===== config.mk =====
export PLATFORM = sky130hd
export DESIGN_NAME = run_ctrl
export DESIGN_NICKNAME = d
export VERILOG_FILES = /design/src/rtl/run_ctrl_pkg.sv /design/src/rtl/run_ctrl.sv
export SDC_FILE = /design/constraint.sdc
export NUM_CORES = 1
export LEC_CHECK = 0
export ABC_AREA = 1
export CELL_PAD_IN_SITES_DETAIL_PLACEMENT = 1
export CELL_PAD_IN_SITES_GLOBAL_PLACEMENT = 1
export CORE_MARGIN = 3
export CORE_UTILIZATION = 38
export CTS_CLUSTER_SIZE = 40
export DETAILED_ROUTE_END_ITERATION = 8
export HOLD_SLACK_MARGIN = 0.12
export PLACE_DENSITY = 0.88
export RECOVER_POWER = 100
export SETUP_SLACK_MARGIN = 0.15
export SLEW_MARGIN = 20
export SYNTH_ARGS = -nofsm -noshare
export SYNTH_HDL_FRONTEND = slang
export SYNTH_SLANG_ARGS = --single-unit

===== constraint.sdc =====
create_clock -name clk -period 3.7 [get_ports clk]
set_clock_uncertainty 0.1 [all_clocks]
set_input_delay 0.37 -clock clk [delete_from_list [all_inputs] [get_ports clk]]
set_output_delay 0.37 -clock clk [all_outputs]
set_load 0.05 [all_outputs]

===== src/rtl/run_ctrl_pkg.sv =====
// Shared types and default constants for the run controller that launches,
// supervises and times a processor core run.
package run_ctrl_pkg;

    typedef enum logic [1:0] {
        IDLE = 2'd0,
        INIT = 2'd1,
        RUN  = 2'd2,
        FIN  = 2'd3
    } state_t;

    localparam int          RUN_CNT_W      = 16;
    localparam int unsigned RUN_MAX_CYCLES = 50000;
    localparam int          RUN_START_HOLD = 2;

    function automatic logic is_busy(input state_t s);
        return (s == INIT) || (s == RUN);
    endfunction

endpackage


===== src/rtl/run_ctrl.sv =====
// Responder side of the req/done handshake: holds the core in reset, lets it
// run, and finishes on halt or watchdog expiry while counting RUN cycles.
module run_ctrl
    import run_ctrl_pkg::*;
#(
    parameter int          CNT_W      = RUN_CNT_W,
    parameter int unsigned MAX_CYCLES = RUN_MAX_CYCLES,
    parameter int          START_HOLD = RUN_START_HOLD
) (
    input  logic             clk,
    input  logic             reset,
    input  logic             req,
    input  logic             core_halt,
    output logic             core_rst,
    output logic             core_en,
    output logic             busy,
    output logic             done,
    output logic             timeout,
    output logic [CNT_W-1:0] cycle_count
);

    localparam logic [3:0]       HOLD_LAST = 4'(START_HOLD - 1);
    localparam bit               WD_EN     = (MAX_CYCLES != 0);
    localparam logic [CNT_W-1:0] WD_LAST   = WD_EN ? CNT_W'(MAX_CYCLES - 1) : '0;

    state_t           r_state;
    state_t           w_nextState;
    logic             r_reqQ;
    logic [3:0]       r_holdCnt;
    logic [CNT_W-1:0] r_cycleCount;
    logic             r_done;
    logic             r_timeout;

    logic             w_launch;
    logic             w_startRun;
    logic             w_holdDone;
    logic             w_cntMax;
    logic             w_watchdog;

    assign w_launch   = req & ~r_reqQ;
    assign w_startRun = w_launch && ((r_state == IDLE) || (r_state == FIN));
    assign w_holdDone = (r_holdCnt == HOLD_LAST);
    assign w_cntMax   = &r_cycleCount;
    assign w_watchdog = WD_EN && (r_cycleCount == WD_LAST);

    always_ff @(posedge clk or negedge reset) begin
        if (!reset) begin
            r_state <= IDLE;
        end else begin
            r_state <= w_nextState;
        end
    end

    // Launches are only honoured when idle or finished; INIT/RUN drop them.
    always_comb begin
        w_nextState = r_state;
        unique case (r_state)
            IDLE: if (w_launch) w_nextState = INIT;
            INIT: if (w_holdDone) w_nextState = RUN;
            RUN:  if (core_halt || w_watchdog) w_nextState = FIN;
            FIN:  if (w_launch) w_nextState = INIT;
            default: w_nextState = IDLE;
        endcase
    end

    // Moore decode: core controls depend on the state register alone.
    always_comb begin
        core_rst = 1'b1;
        core_en  = 1'b0;
        unique case (r_state)
            IDLE, INIT: begin
                core_rst = 1'b1;
                core_en  = 1'b0;
            end
            RUN: begin
                core_rst = 1'b0;
                core_en  = 1'b1;
            end
            FIN: begin
                core_rst = 1'b0;
                core_en  = 1'b0;
            end
            default: begin
                core_rst = 1'b1;
                core_en  = 1'b0;
            end
        endcase
        busy = is_busy(r_state);
    end

    always_ff @(posedge clk or negedge reset) begin
        if (!reset) begin
            r_reqQ <= 1'b0;
        end else begin
            r_reqQ <= req;
        end
    end

    always_ff @(posedge clk or negedge reset) begin
        if (!reset) begin
            r_holdCnt <= '0;
        end else if (w_startRun) begin
            r_holdCnt <= '0;
        end else if (r_state == INIT) begin
            r_holdCnt <= r_holdCnt + 4'd1;
        end
    end

    // Saturating so a long run without a watchdog never reports a small count.
    always_ff @(posedge clk or negedge reset) begin
        if (!reset) begin
            r_cycleCount <= '0;
        end else if (w_startRun) begin
            r_cycleCount <= '0;
        end else if ((r_state == RUN) && !w_cntMax) begin
            r_cycleCount <= r_cycleCount + 1'b1;
        end
    end

    // Halt takes priority over the watchdog when both land on one edge.
    always_ff @(posedge clk or negedge reset) begin
        if (!reset) begin
            r_done    <= 1'b0;
            r_timeout <= 1'b0;
        end else if (w_startRun) begin
            r_done    <= 1'b0;
            r_timeout <= 1'b0;
        end else if (r_state == RUN) begin
            if (core_halt) begin
                r_done    <= 1'b1;
                r_timeout <= 1'b0;
            end else if (w_watchdog) begin
                r_done    <= 1'b1;
                r_timeout <= 1'b1;
            end
        end
    end

    assign done        = r_done;
    assign timeout     = r_timeout;
    assign cycle_count = r_cycleCount;

endmodule


==> flow_metrics.py, run 1 <==
metrics = {
    "sta": {
        "min_period_ns": 2.68,
        "worst_pin_slew_ns": 1.42,
        "slew-limit-headroom_pct": 5.33,
        "rsz0062_at_grt": "no",
        "hold_viol": 0,
        "fin_crit_sh_pct": 72.5,
        "setup_tns_ns": 0,
        "setup_viol": 0,
        "fmax_ghz": 0.373,
        "final-max-slew-violation-count": 0,
    },
    "critical_path": {
        "rrSetupSlack_ns": 1.02,
        "crit_arrival_ns": 2.79,
        "critPathKind": "reg -> reg",
        "critPathCaptureType": "register",
        "cp_max_fo": 20,
        "worst_ep_required_time_ns": 3.81,
        "ff2ff_path_depth": 8,
        "r2r_start": "r_state[0]",
        "startpoint": "r_state[0]",
        "critPathCapture": "cycle_count[4]",
        "reg2reg_to": "cycle_count[4]",
        "cp-start-kind": "register",
    },
    "place": {
        "dpl-instance-area_sq_um": 1830,
        "dp_cells": 284,
        "place.gp.congestion": 0.843,
        "port_buffers": 24,
        "hpwlAfterDp_um": 2970,
    },
    "cells_and_area": {
        "finalInstanceArea_sq_um": 1870,
        "drive_above_1_share_pct": 4.58,
        "finalNonFillerCells": 288,
        "diodes": 0,
        "finish.utilization_pct": 49.5,
        "final_nets": 252,
        "area.growth.synth_to_final_pct": 21.3,
    },
    "drt": {
        "antenna_left": 0,
        "via_per_inst": 5.13,
        "drt_iter0_drc": 47,
        "drt_pass1_iterations": 4,
        "finalWirelength_um": 3960,
        "wire_per_inst_um": 13.8,
        "vias": 1477,
        "drc_errors": 0,
    },
    "clock_network": {
        "postCtsSetupBuffers": 0,
        "clock-sinks": 25,
        "cts_root_buf": "clkbuf_8",
        "cts_buffers": 3,
        "hold_buffers": 0,
        "clk_latency_ns": 0.27,
        "path_clk_slew_ns": 0.09,
        "cts_tree": "built",
        "cts_resized": 0,
        "htree_levels": 1,
        "cts_buffer_depth": 2,
    },
    "logic_synthesis": {
        "synthSimpleGateAreaFrac_pct": 38.1,
        "synth_ff_type": "dfrtp_1",
        "synth_edf_count": 0,
        "ys_top_cells_by_count": "67 x nand2_1, 26 x inv_1, 25 x dfrtp_1, 25 x nor2_1, 17 x nand3_1",
        "postSynthAreaPerCell_sq_um": 7.19,
        "syn_area_sq_um": 1540,
        "synth.distinct_cells": 24,
        "syn_nets": 225,
        "synthMuxAreaShare_pct": 0,
        "synth_largest_area_cell": "dfrtp_1",
        "synth_compound_area_share_pct": 5.04,
        "synth_most_common_cell": "nand2_1",
        "ys_seq_elements": 25,
        "ys_warn_count": 0,
        "synth_xor_xnor_area_share_pct": 2.28,
        "synth_seq_area_share_pct": 40.7,
        "synth_top_cell_area_share_pct": 40.7,
        "synth-async-reset-ratio_pct": 100,
        "synth_top_family_by_area": "simple AND/OR/NAND/NOR gates",
        "netlist_instances": 214,
        "synthAdderAreaFrac_pct": 5.69,
        "ys_top_cells_by_area": "dfrtp_1 41%, nand2_1 16%, inv_1 6.3%",
    },
    "die": {
        "fp-row-count": 22,
        "coreArea_sq_um": 3770,
        "die_h_um": 69.6,
        "start_util_pct": 40.8,
        "die_area_sq_um": 4850,
        "die_w_um": 69.6,
        "io-pin-count": 25,
    },
    "global_routing": {
        "grt_max_degree": 26,
        "grt_use_total_pct": 17.6,
        "antenna_found_initial": 0,
        "grt_overflow_total": 0,
        "grt_pass1_vias": 1545,
        "grt_pass1_wl_um": 7030,
    },
    "status": {
        "status": "complete, no violations",
    },
    "worst_hold_path": {
        "hold_path_class": "reg -> reg",
    },
    "run": {
        "max_cap_violations": 0,
    },
    "power_and_ir_drop": {
        "p_leak_nw": 0.970,
        "ir_drop_mv": 0.365,
        "power_density_nw_per_um2": 625,
        "power_w": 0.00117,
    },
}
[cell families (layout without fill, tap and decap cells)]
logic type,Yosys count,count (layout)
simple gates,133,133
compound gates,14,14
buf+inv,31,57
flops,25,25
fa+ha+maj,7,7
xor+xnor,4,4
[state kept, by name, indices dropped and copies added (netlist names)]
register	count
cycle_count	16
r_holdCnt	4
r_state	2
done	1
r_reqQ	1
timeout	1
[critical path: stages, from the launching register on]
cell	delay, ns
dfrtp_1	0.42
inv_1	0.06
ha_1	0.32
nand3_1	0.09
clkbuf_1	0.71
inv_1	0.35
nor2_4	0.38
nand2_1	0.10
nand2_1	0.08
[cell usage in the layout, fill, tap and decap left out, drive strengths merged]
| cell | Yosys | final |
|---|---|---|
| nor2 | 29 | 29 |
| clkbuf | 0 | 6 |
| o21bai | 2 | 2 |
| nand2 | 68 | 68 |
| or2 | 1 | 1 |
| dfrtp | 25 | 25 |
| xor2 | 4 | 4 |
| a21oi | 5 | 5 |
| clkdlybuf4s50 | 0 | 1 |
| ha | 7 | 7 |
| nor4 | 1 | 1 |
| nand3b | 1 | 1 |
| nand4 | 12 | 12 |
| nor3 | 3 | 3 |
| inv | 27 | 27 |
| a31oi | 2 | 2 |
| dlygate4sd3 | 0 | 23 |
| nand3 | 18 | 18 |
| o21ai | 5 | 5 |
[layout make-up]
class | count | area (sq um)
repair buffers | 26 | 248
clock buffers | 4 | 45.0
well taps | 48 | 60.1
flip-flops and latches | 25 | 626
inverters | 27 | 101
fillers | 499 | 1900
multi-input cells | 158 | 787
[metal layers]
metal	share of wire, %	GRT usage [%]	vias up
met5	0	0	-
met4	1.1	4.47	0
met3	2.5	2.61	5
met2	48	30.9	19
met1	48	22.7	709
li1	-	-	744
[through the flow]
step	hold WS, ns	worst slack [ns]
CTS	0.382	1.23
floorplan	-0.0256	1.62
detailed placement	0.417	1.54
finish	0.434	1.02
global placement	0.407	1.59
global route	0.465	0.843
[power breakdown]
part	total, W	switching (W)	internal [W]
clock	0.000169	0.0000920	0.0000772
sequential	0.000388	0.0000559	0.000332
combinational	0.000609	0.000432	0.000177
[worst min-delay path by stage]
| stage | start | end | slack [ns] | depth (start not counted) |
|---|---|---|---|---|
| CTS | reset | cycle_count[4] | 0.38 | 2 |
| floorplan | reset | cycle_count[0] | -0.03 | 0 |
| global route | timeout | timeout | 0.46 | 2 |
| global placement | r_state[1] | r_state[1] | 0.41 | 2 |
| detailed placement | timeout | timeout | 0.42 | 2 |
| finish | timeout | timeout | 0.43 | 2 |
Note: power is estimated with default switching activity, not from simulation.
==> run 2: changes to the inputs <==
==> constraint.sdc (replaced) <==
create_clock -name clk -period 2.5 [get_ports clk]
set_clock_uncertainty 0.1 [all_clocks]
set_input_delay 0.25 -clock clk [delete_from_list [all_inputs] [get_ports clk]]
set_output_delay 0.25 -clock clk [all_outputs]
set_load 0.05 [all_outputs]
==> flow_metrics.py, run 2 (same netlist as run 1, synthesis figures left out) <==
metrics = {
    "critical_path": {
        "worst_path_max_delay_cell": "dfrtp_1",
        "reg2reg_to": "cycle_count[15]",
        "critPathCaptureType": "register",
        "critPathKind": "reg -> reg",
        "ff2ff_path_depth": 9,
        "max_stage_delay_ns": 0.42,
        "rrSetupSlack_ns": 0.43,
        "r2r_start": "cycle_count[0]",
        "path_common_cell": "nand2_1",
        "crit_arrival_ns": 2.18,
        "worst_ep_required_time_ns": 2.61,
        "cp_cell_sequence": "ha_1, nand3_1, inv_1, nand2_1, nor2_1, nor2_2, clkbuf_1, nand4_1, nand2_1",
        "cp_max_fo": 9,
        "cp-start-kind": "register",
    },
    "place": {
        "pre_cts_slack_ns": 0.442,
        "dp_cells": 285,
        "hpwlAfterDp_um": 2980,
        "place.gp.congestion": 0.847,
        "port_buffers": 24,
    },
    "die": {
        "fp-row-count": 22,
        "io-pin-count": 25,
        "start_util_pct": 40.8,
        "die_h_um": 69.6,
        "coreArea_sq_um": 3770,
        "die_w_um": 69.6,
        "die_area_sq_um": 4850,
    },
    "sta": {
        "setup_viol": 0,
        "rsz0062_at_grt": "no",
        "setup_ws_ns": 0.430,
        "slew-limit-headroom_pct": 5.17,
        "setup_tns_ns": 0,
        "worst_pin_slew_ns": 1.42,
        "hold_viol": 0,
        "fmax_ghz": 0.483,
        "final-max-slew-violation-count": 0,
        "fin_crit_sh_pct": 82.8,
        "min_period_ns": 2.07,
    },
    "worst_hold_path": {
        "hold_end": "done",
        "holdCritStartpoint": "done",
        "whs_path_depth": 2,
        "hold_path_class": "reg -> reg",
    },
    "drt": {
        "antenna_left": 0,
        "vias": 1461,
        "finalWirelength_um": 3930,
        "drt_pass1_iterations": 4,
        "via_per_inst": 5.06,
        "drt_iter0_drc": 58,
        "drc_errors": 0,
        "wire_per_inst_um": 13.6,
    },
    "global_routing": {
        "grt_overflow_total": 0,
        "grt_max_degree": 26,
        "grt_use_total_pct": 17.7,
        "antenna_found_initial": 0,
        "grt_pass1_vias": 1572,
        "grt_pass1_wl_um": 7090,
    },
    "cells_and_area": {
        "layout_commonest_cell": "nand2_1",
        "final_nets": 253,
        "largest_reg_flops": 16,
        "finalNonFillerCells": 289,
        "finish.utilization_pct": 49.1,
        "drive_above_1_share_pct": 3.73,
        "final_cell_mix": "67 x nand2_1, 27 x inv_1, 26 x nor2_1, 25 x dfrtp_1, 20 x dlygate4sd3_1",
        "area.growth.synth_to_final_pct": 20.4,
        "diodes": 0,
    },
    "clock_network": {
        "cts_tree": "built",
        "cts_buffer_depth": 2,
        "hold_buffers": 0,
        "postCtsSetupBuffers": 0,
        "path_clk_slew_ns": 0.09,
        "cts_resized": 1,
        "clock-sinks": 25,
        "cts_buffers": 3,
        "clk_latency_ns": 0.27,
        "htree_levels": 1,
        "cts_root_buf": "clkbuf_8",
    },
    "power_and_ir_drop": {
        "p_leak_nw": 0.971,
        "power.net_switching_w": 0.000861,
        "combinationalPowerShare_pct": 52.2,
        "p_int_w": 0.000853,
        "swShare_pct": 50.2,
        "ir_drop_mv": 0.714,
        "seqPwrFrac_pct": 33.3,
        "clockPowerShare_pct": 14.5,
        "power_density_nw_per_um2": 925,
    },
    "status": {
        "status": "complete, no violations",
    },
    "run": {
        "max_cap_violations": 0,
    },
}
run 2: changes by cell type in the layout (fill, tap and decap cells not counted):
cell and delta:
inv_2 -1, dlygate4sd2_1 +1, nor2_1 +1, buf_4 +1
nand3_2 -1, dlygate4sd3_1 -3, nand3_1 +1, nor2_2 -1
clkbuf_1 +2, inv_1 +1
run 2: worst max-delay path by stage:
stage	startpoint	end	slack [ns]	cells past startpoint
6_report	cycle_count[0]	cycle_count[15]	0.43	9
5_1_grt	cycle_count[1]	cycle_count[14]	0.17	9
4_1_cts	r_state[0]	core_rst	0.17	4
3_5_place_dp	r_state[0]	busy	0.44	4
3_3_place_gp	r_state[0]	busy	0.52	4
2_1_floorplan	r_state[0]	core_rst	0.54	3
run 2: per-stage QoR:
stage | hold slack (ns) | cell area (sq um) | power, W
floorplan | -0.146 | 1540 | 0.00125
global placement | 0.412 | 1840 | 0.00150
detailed placement | 0.417 | 1840 | 0.00154
CTS | 0.255 | 1880 | 0.00179
global route | 0.470 | 1850 | 0.00184
finish | 0.432 | 1850 | 0.00171
run 2: routing by layer:
layer,vias to the layer above,global-route usage (%),part of all wire (%)
li1,738,-,-
met3,5,2.17,2.5
met4,0,5.53,1.3
met2,19,30.7,46
met5,-,0,0
met1,699,22.7,50
run 2: worst max-delay path: cells and delay by family, from the launching register on:
| kind | cells | cell delay, ns |
|---|---|---|
| fa+ha+maj | 1 | 0.24 |
| simple gates | 6 | 0.89 |
| buf+inv | 2 | 0.37 |
| flops | 1 | 0.42 |
run 2: layout make-up:
| class | instances | area (sq um) |
|---|---|---|
| fillers | 515 | 1920 |
| multi-input cells | 158 | 779 |
| flip-flops and latches | 25 | 626 |
| repair buffers | 27 | 241 |
| inverters | 27 | 101 |
| well taps | 48 | 60.1 |
| clock buffers | 4 | 45.0 |
run 2: power groups by stage:
stage | Clock [W] | Combinational (W) | Sequential (W)
final | 0.000248 | 0.000895 | 0.000570
after global routing | 0.000274 | 0.000980 | 0.000589
after CTS | 0.000257 | 0.000954 | 0.000575
after detailed placement | 0 | 0.000954 | 0.000582
after global placement | 0 | 0.000921 | 0.000578
after floorplan | 0 | 0.000556 | 0.000694
==> run 3: changes to the inputs <==
--- a/config.mk
+++ b/config.mk
@@ -9,11 +9,11 @@
 export CELL_PAD_IN_SITES_DETAIL_PLACEMENT = 1
 export CELL_PAD_IN_SITES_GLOBAL_PLACEMENT = 1
 export CORE_MARGIN = 3
-export CORE_UTILIZATION = 38
+export CORE_UTILIZATION = 34
 export CTS_CLUSTER_SIZE = 40
 export DETAILED_ROUTE_END_ITERATION = 8
 export HOLD_SLACK_MARGIN = 0.12
-export PLACE_DENSITY = 0.88
+export PLACE_DENSITY = 0.84
 export RECOVER_POWER = 100
 export SETUP_SLACK_MARGIN = 0.15
 export SLEW_MARGIN = 20
==> constraint.sdc (replaced) <==
create_clock -name clk -period 1.9 [get_ports clk]
set_clock_uncertainty 0.1 [all_clocks]
set_input_delay 0.19 -clock clk [delete_from_list [all_inputs] [get_ports clk]]
set_output_delay 0.19 -clock clk [all_outputs]
set_load 0.05 [all_outputs]
==> flow_metrics.py, run 3 (same netlist as run 1, synthesis figures left out) <==
metrics = {
    "status": {
        "status": "complete, no violations",
    },
    "sta": {
        "fmax_ghz": 0.583,
        "setup_tns_ns": 0,
        "worst_pin_slew_ns": 0.653,
        "setup_viol": 0,
        "hold_viol": 0,
        "min_period_ns": 1.72,
        "rsz0062_at_grt": "no",
        "final-max-slew-violation-count": 0,
        "fin_crit_sh_pct": 90.3,
        "slew-limit-headroom_pct": 56.4,
    },
    "cells_and_area": {
        "diodes": 0,
        "drive_above_1_share_pct": 12.4,
        "final_cell_mix": "66 x nand2_1, 26 x nor2_1, 25 x inv_1, 22 x dfrtp_1, 17 x nand3_1",
        "finish.utilization_pct": 45.7,
        "final_nets": 262,
        "layout_commonest_cell": "nand2_1",
        "area.growth.synth_to_final_pct": 24.0,
        "largest_reg_flops": 16,
    },
    "drt": {
        "drc_errors": 0,
        "drt_iter0_drc": 67,
        "finalWirelength_um": 4250,
        "via_per_inst": 5.05,
        "antenna_left": 0,
        "drt_pass1_iterations": 4,
        "wire_per_inst_um": 14.2,
        "vias": 1515,
    },
    "clock_network": {
        "htree_levels": 1,
        "cts_buffers": 3,
        "cts_buffer_depth": 2,
        "clock-sinks": 25,
        "cts_root_buf": "clkbuf_8",
        "cts_tree": "built",
        "clk_latency_ns": 0.27,
        "path_clk_slew_ns": 0.09,
    },
    "global_routing": {
        "grt_max_degree": 26,
        "grt_overflow_total": 0,
        "grt_use_total_pct": 17.7,
        "grt_pass1_wl_um": 7400,
        "antenna_found_initial": 0,
        "grt_pass1_vias": 1591,
    },
    "critical_path": {
        "cp_cell_sequence": "inv_1, ha_2, inv_1, clkbuf_2",
        "cp_max_fo": 4,
        "cp-start-kind": "register",
        "max_stage_delay_ns": 0.42,
        "critPathCaptureType": "output pin",
        "reg2reg_to": "cycle_count[0]",
        "path_common_cell": "inv_1",
        "worst_path_max_delay_cell": "dfrtp_1",
        "r2r_start": "cycle_count[0]",
        "critPathKind": "reg -> out",
        "worst_ep_required_time_ns": 1.61,
        "ff2ff_path_depth": 9,
        "crit_arrival_ns": 1.43,
        "rrSetupSlack_ns": 0.20,
    },
    "worst_hold_path": {
        "hold_path_class": "in -> async",
    },
    "power_and_ir_drop": {
        "power_w": 0.00243,
        "power_density_nw_per_um2": 1270,
        "ir_drop_mv": 0.781,
        "p_leak_nw": 0.981,
    },
    "die": {
        "fp-row-count": 23,
        "die_w_um": 73.3,
        "die_h_um": 73.3,
        "coreArea_sq_um": 4170,
        "die_area_sq_um": 5370,
        "io-pin-count": 25,
        "start_util_pct": 36.9,
    },
    "run": {
        "max_cap_violations": 0,
    },
    "place": {
        "hpwlAfterDp_um": 3240,
        "place.gp.congestion": 0.762,
        "port_buffers": 24,
    },
}
## run 3: cell type report
cell class,instances,area [sq um]
clock buffer,4,45.0
multi-input combinational,158,802
tap,50,62.6
timing repair buffer,36,268
fill,533,2260
sequential,25,629
inverter,27,101
## run 3: how the worst max path moves through the flow
stage                                 end  slack (ns)             from
after floorplan           cycle_count[10]        0.16  cycle_count[10]
after global placement     cycle_count[2]        0.25   cycle_count[1]
after detailed placement   cycle_count[1]        0.18       r_state[0]
after CTS                            done        0.16             done
after global routing       cycle_count[7]        0.07       r_state[0]
final                                busy        0.18       r_state[0]
## run 3: per-stage QoR
stage	cells	hold WS [ns]	area, sq um	worst slack [ns]
after global routing	300	0.435	1910	0.0709
final	300	0.369	1910	0.185
after floorplan	214	-0.206	1560	0.160
after global placement	291	0.414	1900	0.251
after CTS	297	0.195	1960	0.160
after detailed placement	291	0.418	1900	0.182
## run 3: repair_timing
action,in CTS,in global routing
cloned,0,0
pin swaps,1,1
hold buffers,0,0
endpoints found under the setup margin,9,21
resized for setup,8,6
buffers inserted,2,3
## run 3: power by group
| group | switching [W] | total [W] | internal [W] | leakage [nW] |
|---|---|---|---|---|
| Sequential | 0.000111 | 0.000760 | 0.000650 | 0.329 |
| Clock | 0.000169 | 0.000319 | 0.000150 | 0.0228 |
| Combinational | 0.000891 | 0.00135 | 0.000457 | 0.629 |
## run 3: worst max-delay path: cells and delay by family, from the launching register on
| family | cells | cell delay [ns] |
|---|---|---|
| fa+ha+maj | 1 | 0.28 |
| buf+inv | 3 | 0.46 |
| flops | 1 | 0.42 |
## run 3: metal layers
| metal | vias up | GRT usage, % | part of all wire (%) |
|---|---|---|---|
| li1 | 757 | - | - |
| met1 | 726 | 22.8 | 45 |
| met2 | 26 | 30.6 | 50 |
| met3 | 6 | 1.64 | 3.5 |
| met4 | 0 | 6.15 | 1.6 |
| met5 | - | 0 | 0 |
